[config.mk]
export PLATFORM = sky130hd
export DESIGN_NAME = uart_rx
export DESIGN_NICKNAME = d
export VERILOG_FILES = /design/src/rtl/uart_pkg.sv /design/src/rtl/sync_2ff.sv /design/src/rtl/uart_rx.sv
export SDC_FILE = /design/constraint.sdc
export NUM_CORES = 1
export LEC_CHECK = 0
export ABC_AREA = 1
export CORE_AREA = 2 2 75 59
export DETAILED_ROUTE_END_ITERATION = 12
export DIE_AREA = 0 0 77 61
export PLACE_DENSITY_LB_ADDON = 0.3
export SLEW_MARGIN = 5
export SYNTH_ARGS = -nofsm -noshare
export SYNTH_HDL_FRONTEND = slang
export SYNTH_HIERARCHICAL = 1
export SYNTH_SLANG_ARGS = --single-unit
[constraint.sdc]
create_clock -name clk_i -period 2.98 [get_ports clk_i]
set_input_delay 0.596 -clock clk_i [delete_from_list [all_inputs] [get_ports clk_i]]
set_output_delay 0.596 -clock clk_i [all_outputs]
set_load 0.02 [all_outputs]
[src/rtl/uart_pkg.sv]
// Shared UART definitions.
//   rx_state_t : one-hot receiver state encoding.
//   baud_count : clock cycles per bit period. uart_tx uses it too, so both
//                ends of a link derive the bit period the same way.
package uart_pkg;

  typedef enum logic [4:0] {
    RX_IDLE      = 5'b00001,
    RX_START     = 5'b00010,
    RX_DATA      = 5'b00100,
    RX_STOP      = 5'b01000,
    RX_WAIT_IDLE = 5'b10000
  } rx_state_t;

  function automatic int unsigned baud_count(input int unsigned clk_freq,
                                             input int unsigned baud_rate);
    return clk_freq / baud_rate;
  endfunction

endpackage

[src/rtl/sync_2ff.sv]
// Two-flop synchroniser for a single asynchronous input bit.
//   clk_i     : destination clock
//   rst_n_i   : asynchronous active-low reset; both flops load RESET_VAL
//   d         : asynchronous input
//   q         : synchronised output, two cycles behind d
module sync_2ff #(
  parameter logic RESET_VAL = 1'b1
) (
  input  logic clk_i,
  input  logic rst_n_i,
  input  logic d,
  output logic q
);

  logic meta;

  // NOTE: sequential state uses non-blocking assignments, so meta and q both
  // update from their pre-edge values and form two real pipeline stages.
  always_ff @(posedge clk_i or negedge rst_n_i) begin
    if (!rst_n_i) begin
      meta <= RESET_VAL;
      q    <= RESET_VAL;
    end else begin
      meta <= d;
      q    <= meta;
    end
  end

endmodule

[src/rtl/uart_rx.sv]
// UART receiver: LSB-first frames of DW data bits and one stop bit.
//   clk_i, rst_n_i : clock, asynchronous active-low reset
//   rx             : serial input (asynchronous, idles high)
//   rx_data        : last received word, held while rx_valid is high
//   rx_valid       : rx_data holds an unconsumed word
//   rx_ready       : consumer takes rx_data when rx_valid && rx_ready
//   rx_busy        : a frame is in progress (state is not IDLE)
//   frame_err      : one-cycle pulse, stop bit sampled low
//   overrun        : one-cycle pulse, an unconsumed word was overwritten
module uart_rx
  import uart_pkg::*;
#(
  parameter int unsigned CLK_FREQ  = 100_000_000,
  parameter int unsigned BAUD_RATE = 115200,
  parameter int unsigned DW        = 8
) (
  input  logic          clk_i,
  input  logic          rst_n_i,
  input  logic          rx,
  output logic [DW-1:0] rx_data,
  output logic          rx_valid,
  input  logic          rx_ready,
  output logic          rx_busy,
  output logic          frame_err,
  output logic          overrun
);

  localparam int unsigned BAUD_COUNT = baud_count(CLK_FREQ, BAUD_RATE);
  localparam int unsigned HALF       = BAUD_COUNT / 2;
  localparam int unsigned CW         = (BAUD_COUNT > 1) ? $clog2(BAUD_COUNT) : 1;
  localparam int unsigned BW         = (DW > 1) ? $clog2(DW) : 1;

  localparam logic [CW-1:0] HALF_LAST = CW'(HALF - 1);
  localparam logic [CW-1:0] BAUD_LAST = CW'(BAUD_COUNT - 1);
  localparam logic [BW-1:0] BIT_LAST  = BW'(DW - 1);

  logic          rx_s;
  rx_state_t     state, state_n;
  logic [CW-1:0] cnt;
  logic [BW-1:0] bit_cnt;
  logic [DW-1:0] shreg;

  // Control strobes from the FSM to the datapath.
  logic cnt_clr;
  logic bit_clr;
  logic shift_en;
  logic load;
  logic ferr_set;

  sync_2ff #(
    .RESET_VAL(1'b1)
  ) u_sync (
    .clk_i  (clk_i),
    .rst_n_i(rst_n_i),
    .d      (rx),
    .q      (rx_s)
  );

  always_ff @(posedge clk_i or negedge rst_n_i) begin
    if (!rst_n_i) state <= RX_IDLE;
    else          state <= state_n;
  end

  // NOTE: every output of this block gets a default before the case, so no
  // path leaves a signal unassigned and no latch is inferred.
  always_comb begin
    state_n  = state;
    cnt_clr  = 1'b0;
    bit_clr  = 1'b0;
    shift_en = 1'b0;
    load     = 1'b0;
    ferr_set = 1'b0;
    case (state)
      RX_IDLE: begin
        if (!rx_s) begin
          cnt_clr = 1'b1;
          state_n = RX_START;
        end
      end
      RX_START: begin
        // Mid-start-bit check; a line already back high was only a glitch.
        if (cnt == HALF_LAST) begin
          if (!rx_s) begin
            cnt_clr = 1'b1;
            bit_clr = 1'b1;
            state_n = RX_DATA;
          end else begin
            state_n = RX_IDLE;
          end
        end
      end
      RX_DATA: begin
        if (cnt == BAUD_LAST) begin
          cnt_clr  = 1'b1;
          shift_en = 1'b1;
          if (bit_cnt == BIT_LAST) state_n = RX_STOP;
        end
      end
      RX_STOP: begin
        // Returning to IDLE at mid-stop-bit leaves half a bit of slack for a
        // back-to-back start edge from a slightly fast transmitter.
        if (cnt == BAUD_LAST) begin
          cnt_clr = 1'b1;
          if (rx_s) begin
            load    = 1'b1;
            state_n = RX_IDLE;
          end else begin
            ferr_set = 1'b1;
            state_n  = RX_WAIT_IDLE;
          end
        end
      end
      RX_WAIT_IDLE: begin
        // A held-low line (break) must not look like a stream of start bits.
        if (rx_s) state_n = RX_IDLE;
      end
      default: state_n = RX_IDLE;
    endcase
  end

  // Baud counter free-runs between clears; only the compares above matter.
  always_ff @(posedge clk_i or negedge rst_n_i) begin
    if (!rst_n_i)     cnt <= '0;
    else if (cnt_clr) cnt <= '0;
    else              cnt <= cnt + 1'b1;
  end

  always_ff @(posedge clk_i or negedge rst_n_i) begin
    if (!rst_n_i)      bit_cnt <= '0;
    else if (bit_clr)  bit_cnt <= '0;
    else if (shift_en) bit_cnt <= bit_cnt + 1'b1;
  end

  // NOTE: the shift register is reset along with everything else so a frame
  // cut short by reset leaves nothing behind; it is a register, not a RAM.
  always_ff @(posedge clk_i or negedge rst_n_i) begin
    if (!rst_n_i)      shreg <= '0;
    else if (shift_en) shreg <= (shreg >> 1) | (DW'(rx_s) << (DW - 1));
  end

  // Handshake and flags. A word landing on an unconsumed one overwrites it
  // and pulses overrun; landing in the accept cycle is a clean hand-over.
  always_ff @(posedge clk_i or negedge rst_n_i) begin
    if (!rst_n_i) begin
      rx_data   <= '0;
      rx_valid  <= 1'b0;
      frame_err <= 1'b0;
      overrun   <= 1'b0;
    end else begin
      frame_err <= ferr_set;
      overrun   <= 1'b0;
      if (load) begin
        rx_data  <= shreg;
        rx_valid <= 1'b1;
        overrun  <= rx_valid && !rx_ready;
      end else if (rx_valid && rx_ready) begin
        rx_valid <= 1'b0;
      end
    end
  end

  assign rx_busy = (state != RX_IDLE);

endmodule
==> results.yml <==
logic_synthesis:
  netlist_area_sq_um: 1906
  yosysTopAreaCell: "dfrtp_1"
  ys_seq_area_share_pct: 51.41
  syn_area_per_cell_sq_um: 8.109
  yosys.area_share.simple_pct: 27.45
  muxShareOfSynthArea_pct: 0
  yosysUniqueCellTypes: 22
  syn_nets: 243
  synth_top_family_by_area: "simple AND/OR/NAND/NOR gates"
  synth_area_leaders: "dfrtp_1 (47%), nand2_1 (11%), inv_1 (7.7%)"
  synth_adder_area_share_pct: 2.626
  synth-xor-area-share_pct: 0.9192
  syn_inst: 235
  ys_seq_elements: 39
  yosys_warnings: 6
  synth_compound_area_share_pct: 7.879
  synth_top_area_share_pct: 47.28
sta:
  finClkSkew_ps: 4.633
  fmax_mhz: 432.6
  rsz0062_at_grt: "false"
  relSlewSlack_pct: 44.70
  period_share_pct: 77.58
  hold_viol: 0
  worstMarginPinSlew_ps: 829.5
  drv_slew: 0
  setup-violations-final: 0
  min_period_ps: 2312
  hold_ws_ps: 356.3
  finalSetupTns_ps: 0
worst_setup_path:
  cp-end-kind: "primary output"
  cp-start-kind: "flip-flop"
  worstPathArrival_ps: 1720
  worstRegToRegCells: 6
  reg2reg_to: "cnt[8]$_DFF_PN0_"
  setup.worst_path.class: "flip-flop to primary output"
  cp_max_fo: 4
  crit_required_ps: 2380
  r2r_start: "state[2]$_DFFE_PN0P_"
  r2r_slack_ps: 1380
place:
  gp_congestion: 0.8722
  io_buffers: 15
  hpwl_microns: 2402
floorplan:
  fp.dieW_microns: 77
  ios: 16
  die_h_microns: 61
  dieArea_sq_um: 4697
  design.core.area_sq_um: 3954
  initial_core_util_pct: 48.20
  num_rows: 20
drt:
  drc: 0
  drt_iter0_markers: 105
  dr.pass1.iters: 4
  drt_wl_total_microns: 3229
  vias: 1447
  avgViaCountPerCell: 4.668
  ant_nets: 0
  routedWlPerCell_microns: 10.42
status:
  status: "completed"
power_and_ir_drop:
  power_mw: 1.308
  p_leak_nw: 1.175
  power_density_nw_per_um2: 596.9
  vdd_ir_drop_max_mv: 0.2706
final_layout:
  final_common_cell: "nand2_1"
  fin_nets: 263
  diodes: 0
  final_cell_mix: "nand2_1 (57), inv_1 (39), dfrtp_1 (36), nor2_1 (33)"
  drive_gt1_share_pct: 12.94
  synthToLayoutAreaGrowth_pct: 14.97
worst_hold_path:
  whs_endpoint: "u_sync/q$_DFF_PN1_"
  hold_depth: 0
  hp-class: "flip-flop to flip-flop"
  min-delay-start: "u_sync/meta$_DFF_PN1_"
clock_tree:
  cts_tree: "done"
  clk_pin_slew_ps: 70
  numCtsBuffers: 5
  cts.sinks: 39
  post_cts_buffers: 0
  clock_path_buffers: 2
  ctsHoldBuffers: 0
  clock_latency_ps: 280
  clock-root-buffer: "clkbuf_8"
  post_cts_resized: 0
  cts-htree-levels: 2
flow_run:
  maxCapViolations: 0
global_route:
  grt_pass1_vias: 1240
  antenna_found_initial: 0
  grt_usage_pct: 15.41
  grt_pass1_wl_microns: 5554
  grt_max_degree: 40
  grt-ovfl-total: 0
## registers in the layout, indices dropped and copies added (netlist names)
register,count
u_sync/meta,1
overrun,1
frame_err,1
rx_valid,1
rx_data,8
bit_cnt,3
state,5
shreg,8
cnt,10
u_sync/q,1
## layout make-up
cell class                 instances  area [sq um]
sequential                        39         979.7
fill                             402          1763
clock buffer                       6         82.58
tap                               55         68.82
inverter                          45         168.9
multi-input combinational        149         740.7
timing repair buffer              15         145.1
clock inverter                     1         5.005
## worst max-delay path by stage
stage / startpoint / to / slack [ps] / depth (start not counted)
2_1_floorplan: state[0]$_DFFE_PN1P_ / rx_busy / 1490 / 3
3_3_place_gp: state[0]$_DFFE_PN1P_ / rx_busy / 1040 / 4
3_5_place_dp: state[0]$_DFFE_PN1P_ / rx_busy / 960 / 4
4_1_cts: state[0]$_DFFE_PN1P_ / rx_busy / 650 / 4
5_1_grt: state[0]$_DFFE_PN1P_ / rx_busy / 590 / 4
6_report: state[0]$_DFFE_PN1P_ / rx_busy / 670 / 4
## report_power, final
| part | internal (mW) | switching, mW |
|---|---|---|
| Sequential | 0.593 | 0.0474 |
| Clock | 0.181 | 0.165 |
| Combinational | 0.112 | 0.209 |
| Total | 0.886 | 0.421 |
## routing by layer
metal	wire [microns]	vias up	GRT usage (%)
li1	-	767	-
met1	1718	643	21.90
met2	1329	33	22.93
met3	142	4	3.571
met4	40	0	6.888
met5	0	-	0
## Yosys cell counts
master,n
a21boi_0,1
a21oi_1,5
buf_2,1
buf_6,1
dfrtp_1,36
dfstp_2,3
ha_1,4
inv_1,39
inv_2,6
nand2_1,57
nand2_2,2
nand3_1,14
nand3_2,2
nand3_4,1
nand4_1,5
nor2_1,33
nor2_2,3
nor3_1,3
o21ai_0,8
o21ai_2,8
o21bai_1,1
xor2_1,2
## critical path, cell delays in order (launching register included)
cell and delay [ps]:
dfstp_2 540, inv_1 50, nor2_1 120, nand3_1 150, clkdlybuf4s50_1 570
## logic make-up (layout without fill, tap and decap cells)
group / Yosys count / count (layout)
AO/OA/AOI/OAI: 23 / 23
adder cells (fa/ha/maj): 4 / 4
buffers and inverters: 47 / 67
AND/OR/NAND/NOR: 120 / 120
flip-flops: 39 / 39
XOR/XNOR: 2 / 2
## metrics by stage
stage	cell area [sq um]	utilization, %	setup slack [ps]	std cells
floorplan	1906	-	1485	235
global placement	2103	53.20	1036	303
detailed placement	2103	53.20	963.4	303
CTS	2191	55.41	651.3	310
global route	2191	55.41	594.1	310
finish	2191	55.41	668.2	310
(Power assumes the default switching activity.)
